==> config.mk <==
export PLATFORM = sky130hd
export DESIGN_NAME = imem_loader_flat
export DESIGN_NICKNAME = d
export VERILOG_FILES = /design/src/rtl/bitty_pkg.sv /design/src/rtl/imem_loader_if.sv /design/src/rtl/imem_loader_timeout_counter.sv /design/src/rtl/imem_loader.sv /design/src/flat_wrapper.sv
export SDC_FILE = /design/constraint.sdc
export NUM_CORES = 1
export LEC_CHECK = 0
export ABC_AREA = 1
export BUFFER_PORTS_ARGS = -buffer_cell sky130_fd_sc_hd__buf_2
export CORE_ASPECT_RATIO = 1.2
export CORE_MARGIN = 3
export CORE_UTILIZATION = 44
export CTS_CLUSTER_DIAMETER = 80
export DETAILED_ROUTE_END_ITERATION = 7
export MAX_ROUTING_LAYER = met4
export PLACE_DENSITY_LB_ADDON = 0.15
export SYNTH_ARGS = -nofsm -noshare
export SYNTH_HDL_FRONTEND = slang
export SYNTH_HIERARCHICAL = 1
export SYNTH_SLANG_ARGS = --single-unit
==> constraint.sdc <==
create_clock -name clk -period 1.9 [get_ports clk]
set_clock_uncertainty 0.2 [all_clocks]
set_input_delay 0.19 -clock clk [delete_from_list [all_inputs] [get_ports clk]]
set_output_delay 0.19 -clock clk [all_outputs]
set_load 0.02 [all_outputs]
==> src/rtl/bitty_pkg.sv <==
// bitty_pkg: loader state encoding and instruction memory geometry shared with the fetch unit
package bitty_pkg;
  localparam int IMEM_DEPTH = 256;
  localparam int INSTR_W = 16;
  typedef enum logic [2:0] {IDLE, LEN, HI, LO, WRITE, DONE} loader_state_e;
endpackage

==> src/rtl/imem_loader_if.sv <==
// imem_loader_if: byte stream handshake plus instruction memory write port
interface imem_loader_if
  import bitty_pkg::*;
#(
  parameter int ADDR_W = 8,
  parameter int DATA_W = INSTR_W
);
  logic [7:0] rx_data;
  logic rx_valid;
  logic rx_ready;
  logic mem_we;
  logic [ADDR_W-1:0] mem_addr;
  logic [DATA_W-1:0] mem_wdata;
  modport master (input rx_data, rx_valid, output rx_ready, mem_we, mem_addr, mem_wdata);
  modport slave (output rx_data, rx_valid, input rx_ready, mem_we, mem_addr, mem_wdata);
endinterface

==> src/rtl/imem_loader_timeout_counter.sv <==
// loader_timeout_counter: counts enabled idle cycles and flags when LIMIT-1 is reached; LIMIT=0 never expires
module loader_timeout_counter #(
  parameter int LIMIT = 100000
) (
  input  logic clk,
  input  logic rst,
  input  logic clear,
  input  logic enable,
  output logic expire
);
  localparam int CW = LIMIT > 1 ? $clog2(LIMIT) : 1;
  logic [CW-1:0] count_q, count_d;
  always_comb begin
    expire = (LIMIT != 0) && enable && count_q == CW'(LIMIT - 1);
    count_d = clear ? '0 : (enable && !expire) ? count_q + 1'b1 : count_q;
  end
  always_ff @(posedge clk) begin
    if (rst) count_q <= '0;
    else count_q <= count_d;
  end
endmodule

==> src/rtl/imem_loader.sv <==
// imem_loader: assembles a length-prefixed big-endian byte stream into sequential instruction memory writes
module imem_loader
  import bitty_pkg::*;
#(
  parameter int ADDR_W = 8,
  parameter int DATA_W = INSTR_W,
  parameter int TIMEOUT_CYC = 100000
) (
  input  logic clk,
  input  logic reset,
  input  logic start,
  imem_loader_if.master bus,
  output logic core_hold,
  output logic busy,
  output logic done,
  output logic error,
  output logic [ADDR_W:0] words_loaded
);
  loader_state_e state_q, state_d;
  logic [ADDR_W:0] rem_q, rem_d, words_q, words_d;
  logic [ADDR_W-1:0] addr_q, addr_d, maddr_q, maddr_d;
  logic [7:0] hi_q, hi_d;
  logic [DATA_W-1:0] wdata_q, wdata_d;
  logic we_q, we_d, err_q, err_d;
  logic go, accept, expire, timeout, last;
  assign go = state_q == IDLE && start;
  assign accept = bus.rx_valid && bus.rx_ready;
  assign timeout = expire && !accept;
  assign last = rem_q == (ADDR_W+1)'(1);
  loader_timeout_counter #(.LIMIT(TIMEOUT_CYC)) u_timeout (
    .clk(clk),
    .rst(reset),
    .clear(go || accept),
    .enable(bus.rx_ready),
    .expire(expire)
  );
  always_ff @(posedge clk) begin
    if (reset) state_q <= IDLE;
    else state_q <= state_d;
  end
  always_comb begin
    state_d = state_q;
    case (state_q)
      IDLE: state_d = start ? LEN : IDLE;
      LEN: state_d = accept ? HI : timeout ? IDLE : LEN;
      HI: state_d = accept ? LO : timeout ? IDLE : HI;
      LO: state_d = accept ? WRITE : timeout ? IDLE : LO;
      WRITE: state_d = last ? DONE : HI;
      default: state_d = IDLE;
    endcase
  end
  always_comb begin
    bus.rx_ready = state_q inside {LEN, HI, LO};
    busy = state_q != IDLE;
    core_hold = state_q != IDLE;
    done = state_q == DONE;
  end
  // the final increment is skipped so a 256-word session leaves the address at the top word
  always_comb begin
    rem_d = (state_q == LEN && accept) ? (ADDR_W+1)'(bus.rx_data == 8'd0 ? 9'd256 : {1'b0, bus.rx_data})
          : state_q == WRITE ? rem_q - 1'b1 : rem_q;
    addr_d = (state_q == LEN && accept) ? '0 : (state_q == WRITE && !last) ? addr_q + 1'b1 : addr_q;
    hi_d = (state_q == HI && accept) ? bus.rx_data : hi_q;
    we_d = state_q == LO && accept;
    wdata_d = we_d ? DATA_W'({hi_q, bus.rx_data}) : wdata_q;
    maddr_d = we_d ? addr_q : maddr_q;
    words_d = go ? '0 : state_q == WRITE ? words_q + 1'b1 : words_q;
    err_d = go ? 1'b0 : timeout ? 1'b1 : err_q;
  end
  always_ff @(posedge clk) begin
    if (reset) begin
      rem_q <= '0;
      addr_q <= '0;
      hi_q <= '0;
      we_q <= 1'b0;
      wdata_q <= '0;
      maddr_q <= '0;
      words_q <= '0;
      err_q <= 1'b0;
    end else begin
      rem_q <= rem_d;
      addr_q <= addr_d;
      hi_q <= hi_d;
      we_q <= we_d;
      wdata_q <= wdata_d;
      maddr_q <= maddr_d;
      words_q <= words_d;
      err_q <= err_d;
    end
  end
  assign bus.mem_we = we_q;
  assign bus.mem_addr = maddr_q;
  assign bus.mem_wdata = wdata_q;
  assign error = err_q;
  assign words_loaded = words_q;
endmodule

==> src/flat_wrapper.sv <==
// flat-port wrapper written by rule: the top's interface ports become plain ports
module imem_loader_flat import bitty_pkg::*;
#(
  parameter int ADDR_W = 8,
  parameter int DATA_W = INSTR_W,
  parameter int TIMEOUT_CYC = 100000
)
  (clk, reset, start, core_hold, busy, done, error, words_loaded, bus_rx_data, bus_rx_valid, bus_rx_ready, bus_mem_we, bus_mem_addr, bus_mem_wdata);
  imem_loader_if #(.ADDR_W(ADDR_W), .DATA_W(DATA_W)) bus_i ();
  input  logic clk;
  input  logic reset;
  input  logic start;
  output logic core_hold;
  output logic busy;
  output logic done;
  output logic error;
  output logic [ADDR_W:0] words_loaded;
  input wire logic [$bits(bus_i.rx_data)-1:0] bus_rx_data;
  input wire logic [$bits(bus_i.rx_valid)-1:0] bus_rx_valid;
  output wire logic [$bits(bus_i.rx_ready)-1:0] bus_rx_ready;
  output wire logic [$bits(bus_i.mem_we)-1:0] bus_mem_we;
  output wire logic [$bits(bus_i.mem_addr)-1:0] bus_mem_addr;
  output wire logic [$bits(bus_i.mem_wdata)-1:0] bus_mem_wdata;
  assign bus_i.rx_data = bus_rx_data;
  assign bus_i.rx_valid = bus_rx_valid;
  assign bus_rx_ready = bus_i.rx_ready;
  assign bus_mem_we = bus_i.mem_we;
  assign bus_mem_addr = bus_i.mem_addr;
  assign bus_mem_wdata = bus_i.mem_wdata;
  imem_loader #(.ADDR_W(ADDR_W), .DATA_W(DATA_W), .TIMEOUT_CYC(TIMEOUT_CYC)) u_core (.clk(clk), .reset(reset), .start(start), .bus(bus_i), .core_hold(core_hold), .busy(busy), .done(done), .error(error), .words_loaded(words_loaded));
endmodule
==> out/metrics.yaml, run 1 <==
critical_path:
  critical-path-slowest-cell: "dfxtp_1"
  launching_element_type_of_the_critical_path: "flop"
  reg2reg_depth: 10
  path_depth: 4
  crit_path_cell_trace: "nor2_2, nor2_2, buf_4, buf_2"
  crit_fanout: 10
  timing.rr.end: "u_core/state_q[1]$_SDFF_PP0_"
  worst-setup-path-type: "reg -> out"
  rrSetupSlack_ns: 0.15
  timing.critical_path.buf_inv: 2
  path_delay_family: "flip-flops"
  critPathCaptureType: "primary output"
  most_common_cell_type_on_the_critical_path: "nor2_2"
  timing.critical_path.slowest_cell_delay_ns: 0.44
  worst_r2r_startpoint: "u_core/u_timeout/count_q[1]$_SDFFE_PP0P_"
  worst-endpoint-arrival_ns: 1.38
  cp.required_ns: 1.51
cts:
  cts_made_buffers: 9
  cts_tree: "yes"
  clk_transition_reported_paths_ns: 0.08
  cts_root_buf: "clkbuf_8"
  clk_path_buf_depth: 2
  cts_num_sinks: 80
  worst_skew_pair.late_latency_ns: 0.35
  h-tree-depth: 3
  post_cts_buffers: 0
timing:
  worst-slew-pin-transition_ns: 0.480
  finalSetupViolations: 0
  final_period_minus_worst_setup_slack_ns: 1.77
  fin_ws_ns: 0.128
  unrepaired_setup_endpoints_after_global_routing: "false"
  achievable-frequency_mhz: 564
  final_hold_viol_count: 0
  max_slew_headroom: 0.679
  final.setup.tns_ns: 0
  report.final.slew_viol_count: 0
  post-route-period-util: 0.933
layout:
  most_frequent_standard_cell_in_the_layout_excluding_fill_and_tap_cells: "nand2_1"
  fin_nets: 660
  fraction_of_final_layout_cells_with_drive_strength_greater_than_1: 0.174
  layout.cells.most_common_list: "169 x nand2_1, 79 x dfxtp_1, 73 x nor2_1"
  growth_of_design_area_from_synthesis_to_finish_pct: 16.6
  antenna_cells: 0
hold_path:
  whs_path_depth: 4
  destination_of_the_worst_hold_path: "u_core/error$_SDFFE_PP0P_"
  min-delay-start: "bus_rx_valid"
  worst_hold_path_type: "in -> reg"
global_routing:
  number_of_global_route_vias_before_repair: 3442
  grt_first_pass_wirelength_mm: 15.7
  grt_overflow: 0
  antenna_found_initial: 0
  grt_max_degree: 30
  grtUsageTotal: 0.199
synthesis:
  synth_top_cell_by_area: "dfxtp_1"
  post_synth_main_area_contributors: "dfxtp_1 41%, nand2_1 16%, a21oi_1 7.4%"
  synthDominantCellAreaShare: 0.409
  yosysUniqueCellTypes: 36
  post_synth.cell_area_avg_um2: 6.76
  syn_area_um2: 3920
  synth.yosys.warnings: 6
  synth.ff_latch_count: 80
  synthesis.instances: 580
  mappedNetlistNets: 597
  seq_area_frac_synth: 0.409
placed_design:
  dp_worst_setup_slack_ns: 0.0687
  dp_hpwl_mm: 6.78
  port_buffers: 50
  globalplace.congestion: 0.892
die:
  std_cell_rows: 37
  initial_util: 0.455
  dieHeight_um: 109
  core_area_um2: 8610
  fp.dieArea_um2: 10100
  number_of_top_level_design_ports: 51
  dieWidth_um: 92.2
route:
  routedWlPerCell_um: 12.4
  wl_mm: 9.48
  antenna_left: 0
  drt_pass1_iterations: 5
  routed-via-count: 3769
  detail_route.drc_violations: 0
  post_drt_via_cell_ratio: 4.93
  detailedRoute.firstIterationViolations: 206
run:
  max_cap_viol_count: 0
status:
  status: "finished, final reports clean"
power:
  highest_ir_drop_seen_on_vdd_mv: 0.354
  powerDensity_nw_per_um2: 735
  static-leakage-power_nw: 1.95
-- layout make-up --
class / count / area [µm²]
fill: 923 / 4040
multi-input combinational: 419 / 1980
sequential: 80 / 1600
timing repair buffer: 67 / 403
inverter: 66 / 250
clock buffer: 11 / 151
tap: 117 / 146
clock inverter: 5 / 40.0
-- per-layer routing --
metal  up-vias  wire (µm)  GRT usage
met4         0        170     0.0807
met1      1706       4460      0.245
li1       1979          -          -
met2        73       4480      0.324
met3        11        365     0.0376
met5         -          0          -
-- state kept, by name (all words and copies together) (netlist names) --
| register | cells |
|---|---|
| u_core/bus.mem_wdata | 16 |
| u_core/rem_q | 9 |
| u_core/words_loaded | 9 |
| u_core/hi_q | 8 |
| u_core/u_timeout/count_q | 17 |
| u_core/bus.mem_we | 1 |
| u_core/bus.mem_addr | 8 |
| u_core/error | 1 |
| u_core/addr_q | 8 |
| u_core/state_q | 3 |
-- Yosys cell counts, drive strengths merged --
cell / number
nor3: 13
nand3b: 3
xnor2: 1
dfxtp: 80
nand2: 177
nand3: 35
inv: 65
a21oi: 59
buf: 11
clkinv: 1
clkbuf: 4
nor4: 1
nor2: 83
a31oi: 2
xor2: 4
o22ai: 1
nand4: 10
o21ai: 23
nor3b: 2
ha: 5
-- tightest hold or removal path: cells and delay by family --
| kind | cells | cell delay, ns |
|---|---|---|
| buf+inv | 1 | 0.12 |
| compound gates | 1 | 0.06 |
| simple gates | 2 | 0.27 |
-- cells by family after synthesis --
kind of cell	after synthesis	share of synthesized area
AOI/OAI and AO/OA	85	0.111
xor gates and xnor gates	5	0.0112
adders and majority gates	5	0.0160
buffers and inverters	81	0.0881
DFF	80	0.409
and+or+nand+nor	324	0.365
-- power breakdown --
part	switching [mW]	internal (mW)
Combinational	0.277	0.142
Clock	0.645	0.552
Sequential	0.0335	1.71
-- how the worst max path moves through the flow --
stage	to	start	slack, ns
finish	bus_rx_ready	u_core/state_q[0]$_SDFF_PP0_	0.13
global route	u_core/state_q[1]$_SDFF_PP0_	u_core/u_timeout/count_q[1]$_SDFFE_PP0P_	0.02
CTS	u_core/state_q[1]$_SDFF_PP0_	u_core/u_timeout/count_q[0]$_SDFFE_PP0P_	0.04
detailed placement	u_core/state_q[1]$_SDFF_PP0_	u_core/u_timeout/count_q[0]$_SDFFE_PP0P_	0.07
global placement	u_core/state_q[1]$_SDFF_PP0_	u_core/u_timeout/count_q[0]$_SDFFE_PP0P_	0.20
floorplan	u_core/u_timeout/count_q[14]$_SDFFE_PP0P_	u_core/state_q[0]$_SDFF_PP0_	0.06
-- per-stage QoR --
stage | instances | power (mW) | utilization | area (µm²) | hold slack [ns]
final | 765 | 3.36 | 0.531 | 4570 | 0.129
after global routing | 765 | 3.54 | 0.531 | 4570 | 0.148
after CTS | 765 | 3.40 | 0.531 | 4570 | 0.115
after detailed placement | 739 | 2.19 | 0.497 | 4280 | 0.251
after global placement | 739 | 2.18 | 0.497 | 4280 | 0.248
after floorplan | 580 | 2.08 | - | 3920 | 0.133
-- what timing repair did --
item	in CTS	in global routing
endpoints found under the setup margin	0	2
hold endpoints to repair	21	0
gates resized for setup	0	3
hold buffers	10	0
Note: power is estimated with default switching activity, not from simulation.
==> inputs of run 2 (changes only) <==
Settings changed: CORE_MARGIN 3 to 2.
==> out/metrics.yaml, run 2 (synthesized netlist as in run 1, its figures left out) <==
die:
  number_of_top_level_design_ports: 51
  initial_util: 0.455
  fp.dieArea_um2: 9680
  core_area_um2: 8610
  std_cell_rows: 37
  dieHeight_um: 107
  dieWidth_um: 90.2
route:
  antenna_left: 0
  routedWlPerCell_um: 12.2
  wl_mm: 9.35
  detail_route.drc_violations: 0
  routed-via-count: 3817
  detailedRoute.firstIterationViolations: 184
  post_drt_via_cell_ratio: 5.00
  drt_pass1_iterations: 5
power:
  p_seq_frac: 0.486
  powerDensity_nw_per_um2: 780
  comb_power_share: 0.117
  static-leakage-power_nw: 1.98
  netSwitchingFraction: 0.267
  p_int_mw: 2.63
  highest_ir_drop_seen_on_vdd_mv: 0.333
  power.switching_mw: 0.959
  share_of_power_burned_in_the_clock_network: 0.397
timing:
  final.setup.tns_ns: 0
  max_slew_headroom: 0.683
  post-route-period-util: 0.938
  final_hold_viol_count: 0
  unrepaired_setup_endpoints_after_global_routing: "false"
  finalSetupViolations: 0
  worst-slew-pin-transition_ns: 0.475
  hold_slack_ns: 0.0218
  final_period_minus_worst_setup_slack_ns: 1.78
  report.final.slew_viol_count: 0
  fin_ws_ns: 0.119
  achievable-frequency_mhz: 561
cts:
  h-tree-depth: 3
  cts_made_buffers: 9
  cts_tree: "yes"
  clk_path_buf_depth: 2
  cts_num_sinks: 80
  cts_root_buf: "clkbuf_8"
  worst_skew_pair.late_latency_ns: 0.36
  clk_transition_reported_paths_ns: 0.08
status:
  status: "finished, final reports clean"
layout:
  growth_of_design_area_from_synthesis_to_finish_pct: 17.4
  fraction_of_final_layout_cells_with_drive_strength_greater_than_1: 0.170
  antenna_cells: 0
  most_frequent_standard_cell_in_the_layout_excluding_fill_and_tap_cells: "nand2_1"
  fin_nets: 659
  largest-register: "u_core/u_timeout/count_q"
  largest_reg_flops: 17
  layout.core_utilization: 0.535
  layout.cells.most_common_list: "169 x nand2_1, 80 x dfxtp_1, 74 x nor2_1"
  post-route-cell-area_um2: 4600
placed_design:
  globalplace.congestion: 0.871
  dp_worst_setup_slack_ns: 0.166
  placement_cell_area_um2: 4280
  dp_hpwl_mm: 6.74
  port_buffers: 50
global_routing:
  grt_overflow: 0
  grt_first_pass_wirelength_mm: 16.0
  grt_max_degree: 30
  number_of_global_route_vias_before_repair: 3482
  grtUsageTotal: 0.208
  antenna_found_initial: 0
hold_path:
  worst_hold_path_type: "in -> reg"
critical_path:
  launching_element_type_of_the_critical_path: "flop"
  critPathCaptureType: "primary output"
  cp.required_ns: 1.51
  worst-setup-path-type: "reg -> out"
  worst-endpoint-arrival_ns: 1.39
  crit_fanout: 10
run:
  max_cap_viol_count: 0
==> run 2: worst paths after layout <==
| kind | slack (ns) | from | endpoint | depth (start not counted) |
|---|---|---|---|---|
| min | 0.02 | reset | u_core/rem_q[0]$_SDFFE_PP0P_ | 2 |
| max | 0.12 | u_core/state_q[1]$_SDFF_PP0_ | bus_rx_ready | 4 |
| min reg2reg | 0.27 | u_core/bus.mem_wdata[0]$_SDFFE_PP0P_ | u_core/bus.mem_wdata[0]$_SDFFE_PP0P_ | 2 |
| max reg2reg | 0.12 | u_core/u_timeout/count_q[0]$_SDFFE_PP0P_ | u_core/state_q[1]$_SDFF_PP0_ | 10 |
==> run 2: area by class of cell <==
type                    count  area (µm²)
clock buffers              10         138
clock inverters             6        92.6
fillers                   902        4010
inverters                  66         250
multi-input cells         419        1980
flip-flops and latches     80        1600
well taps                 117         146
repair buffers             66         393
==> run 2: power groups by stage <==
stage / Clock (mW) / Sequential (mW) / Combinational [mW]
after floorplan: 0 / 1.78 / 0.295
after global placement: 0 / 1.78 / 0.394
after detailed placement: 0 / 1.78 / 0.403
after CTS: 1.47 / 1.75 / 0.418
after global routing: 1.53 / 1.75 / 0.475
final: 1.43 / 1.75 / 0.420
==> run 2: per-layer routing <==
metal / wire length [µm] / share of wire / track usage / vias up
li1: - / - / - / 1974
met3: 351 / 0.038 / 0.0357 / 13
met4: 179 / 0.019 / 0.0879 / 0
met2: 4480 / 0.48 / 0.340 / 74
met5: 0 / 0 / - / -
met1: 4330 / 0.46 / 0.257 / 1756
==> run 2: worst max-delay path: stages, from the launching register on <==
cell and delay [ns]:
dfxtp_1 0.36, nor2_2 0.25, nor2_2 0.07, buf_4 0.18
buf_2 0.16
==> run 2: per-stage QoR <==
stage | power (mW) | instances
floorplan | 2.08 | 580
global route | 3.76 | 764
global placement | 2.18 | 739
finish | 3.59 | 764
CTS | 3.63 | 764
detailed placement | 2.19 | 739
==> run 2: timing repair <==
item	4_1_cts	5_1_grt
hold buffers	9	0
setup endpoints to repair	0	1
buffers inserted	0	0
hold endpoints to repair	20	0
gates resized for setup	0	1
==> inputs of run 3 (changes only) <==
Settings changed: CAP_MARGIN set to 20, PLACE_DENSITY set to 0.66, PLACE_DENSITY_LB_ADDON 0.15 to unset, SKIP_CTS_REPAIR_TIMING set to 1.
==> out/metrics.yaml, run 3 (synthesized netlist as in run 1, its figures left out) <==
global_routing:
  number_of_global_route_vias_before_repair: 3440
  grt_overflow: 0
  grt_max_degree: 30
  antenna_found_initial: 0
  grt_first_pass_wirelength_mm: 14.9
  grtUsageTotal: 0.195
die:
  initial_util: 0.455
  core_area_um2: 8610
  number_of_top_level_design_ports: 51
  dieHeight_um: 107
  fp.dieArea_um2: 9680
  std_cell_rows: 37
  dieWidth_um: 90.2
timing:
  final.setup.tns_ns: 0
  worst-slew-pin-transition_ns: 0.454
  max_slew_headroom: 0.697
  report.final.slew_viol_count: 0
  unrepaired_setup_endpoints_after_global_routing: "false"
  final_hold_viol_count: 0
  achievable-frequency_mhz: 570
  post-route-period-util: 0.923
  finalSetupViolations: 0
  final_period_minus_worst_setup_slack_ns: 1.75
  fin_ws_ns: 0.147
  hold_slack_ns: 0.146
layout:
  layout.filler_cells: 873
  antenna_cells: 0
  sequential_cell_area_um2: 1600
  fin_nets: 660
  layoutNonFillerInstCount: 765
  largest_reg_flops: 17
  layout.core_utilization: 0.528
  fraction_of_final_layout_cells_with_drive_strength_greater_than_1: 0.170
  multiInputGateArea_um2: 1980
  most_frequent_standard_cell_in_the_layout_excluding_fill_and_tap_cells: "nand2_1"
  layout.cells.most_common_list: "169 x nand2_1, 80 x dfxtp_1, 74 x nor2_1"
  growth_of_design_area_from_synthesis_to_finish_pct: 16.0
  largest-register: "u_core/u_timeout/count_q"
  post-route-cell-area_um2: 4550
cts:
  clk_transition_reported_paths_ns: 0.08
  cts_made_buffers: 9
  h-tree-depth: 3
  worst_skew_pair.late_latency_ns: 0.35
  cts_root_buf: "clkbuf_8"
  clk_path_buf_depth: 2
  cts_num_sinks: 80
  cts_tree: "yes"
hold_path:
  worst_hold_path_type: "in -> reg"
power:
  highest_ir_drop_seen_on_vdd_mv: 0.293
  design_power_total_mw: 3.27
  static-leakage-power_nw: 1.96
  powerDensity_nw_per_um2: 719
route:
  detailedRoute.firstIterationViolations: 143
  drt_pass1_iterations: 4
  detail_route.drc_violations: 0
  routedWlPerCell_um: 11.9
  routed-via-count: 3725
  antenna_left: 0
  wl_mm: 9.09
  post_drt_via_cell_ratio: 4.87
critical_path:
  worst-endpoint-arrival_ns: 1.36
  critPathCaptureType: "primary output"
  launching_element_type_of_the_critical_path: "flop"
  worst-setup-path-type: "reg -> out"
  cp.required_ns: 1.51
  crit_fanout: 10
status:
  status: "finished, final reports clean"
placed_design:
  dp.cells: 740
  globalplace.congestion: 0.930
  dp_worst_setup_slack_ns: 0.174
  port_buffers: 50
  placement_cell_area_um2: 4280
  dp_hpwl_mm: 6.65
run:
  max_cap_viol_count: 0
run 3: cell types whose count changed in the layout (fill, tap and decap cells not counted):
cell | before | now
clkinvlp_4 | 2 | 1
bufinv_16 | 2 | 0
clkinv_4 | 2 | 0
clkbuf_1 | 0 | 1
buf_4 | 7 | 8
nor3_2 | 4 | 5
inv_6 | 0 | 1
clkinv_2 | 0 | 3
nor3_4 | 1 | 0
run 3: critical path: stages (launching register included):
cell     delay [ns]
dfxtp_1        0.43
nor2_2         0.10
nor2_2         0.12
buf_4          0.18
buf_2          0.18
run 3: per-layer routing:
metal / global-route usage / wire length (µm)
met1: 0.226 / 4250
met2: 0.326 / 4390
met3: 0.0455 / 341
met4: 0.0802 / 108
met5: - / 0
run 3: layout make-up:
type	instances	share of cell area
sequential	80	0.352
timing repair buffer	67	0.0881
clock buffer	11	0.0311
inverter	66	0.0550
multi-input combinational	419	0.435
clock inverter	5	0.00688
tap	117	0.0322
run 3: path summary, 6_finish.rpt:
| kind | from | end | slack, ns | depth (start not counted) |
|---|---|---|---|---|
| worst max-delay path | u_core/state_q[0]$_SDFF_PP0_ | bus_rx_ready | 0.15 | 4 |
| worst min-delay path | start | u_core/state_q[0]$_SDFF_PP0_ | 0.15 | 6 |
| worst max register to register | u_core/u_timeout/count_q[0]$_SDFFE_PP0P_ | u_core/state_q[1]$_SDFF_PP0_ | 0.16 | 10 |
| worst min register to register | u_core/bus.mem_wdata[13]$_SDFFE_PP0P_ | u_core/bus.mem_wdata[13]$_SDFFE_PP0P_ | 0.26 | 2 |
run 3: where the power goes:
group          switching [mW]  internal, mW
clock network           0.603         0.508
registers              0.0318          1.71
logic                   0.274         0.142
total                   0.909          2.36
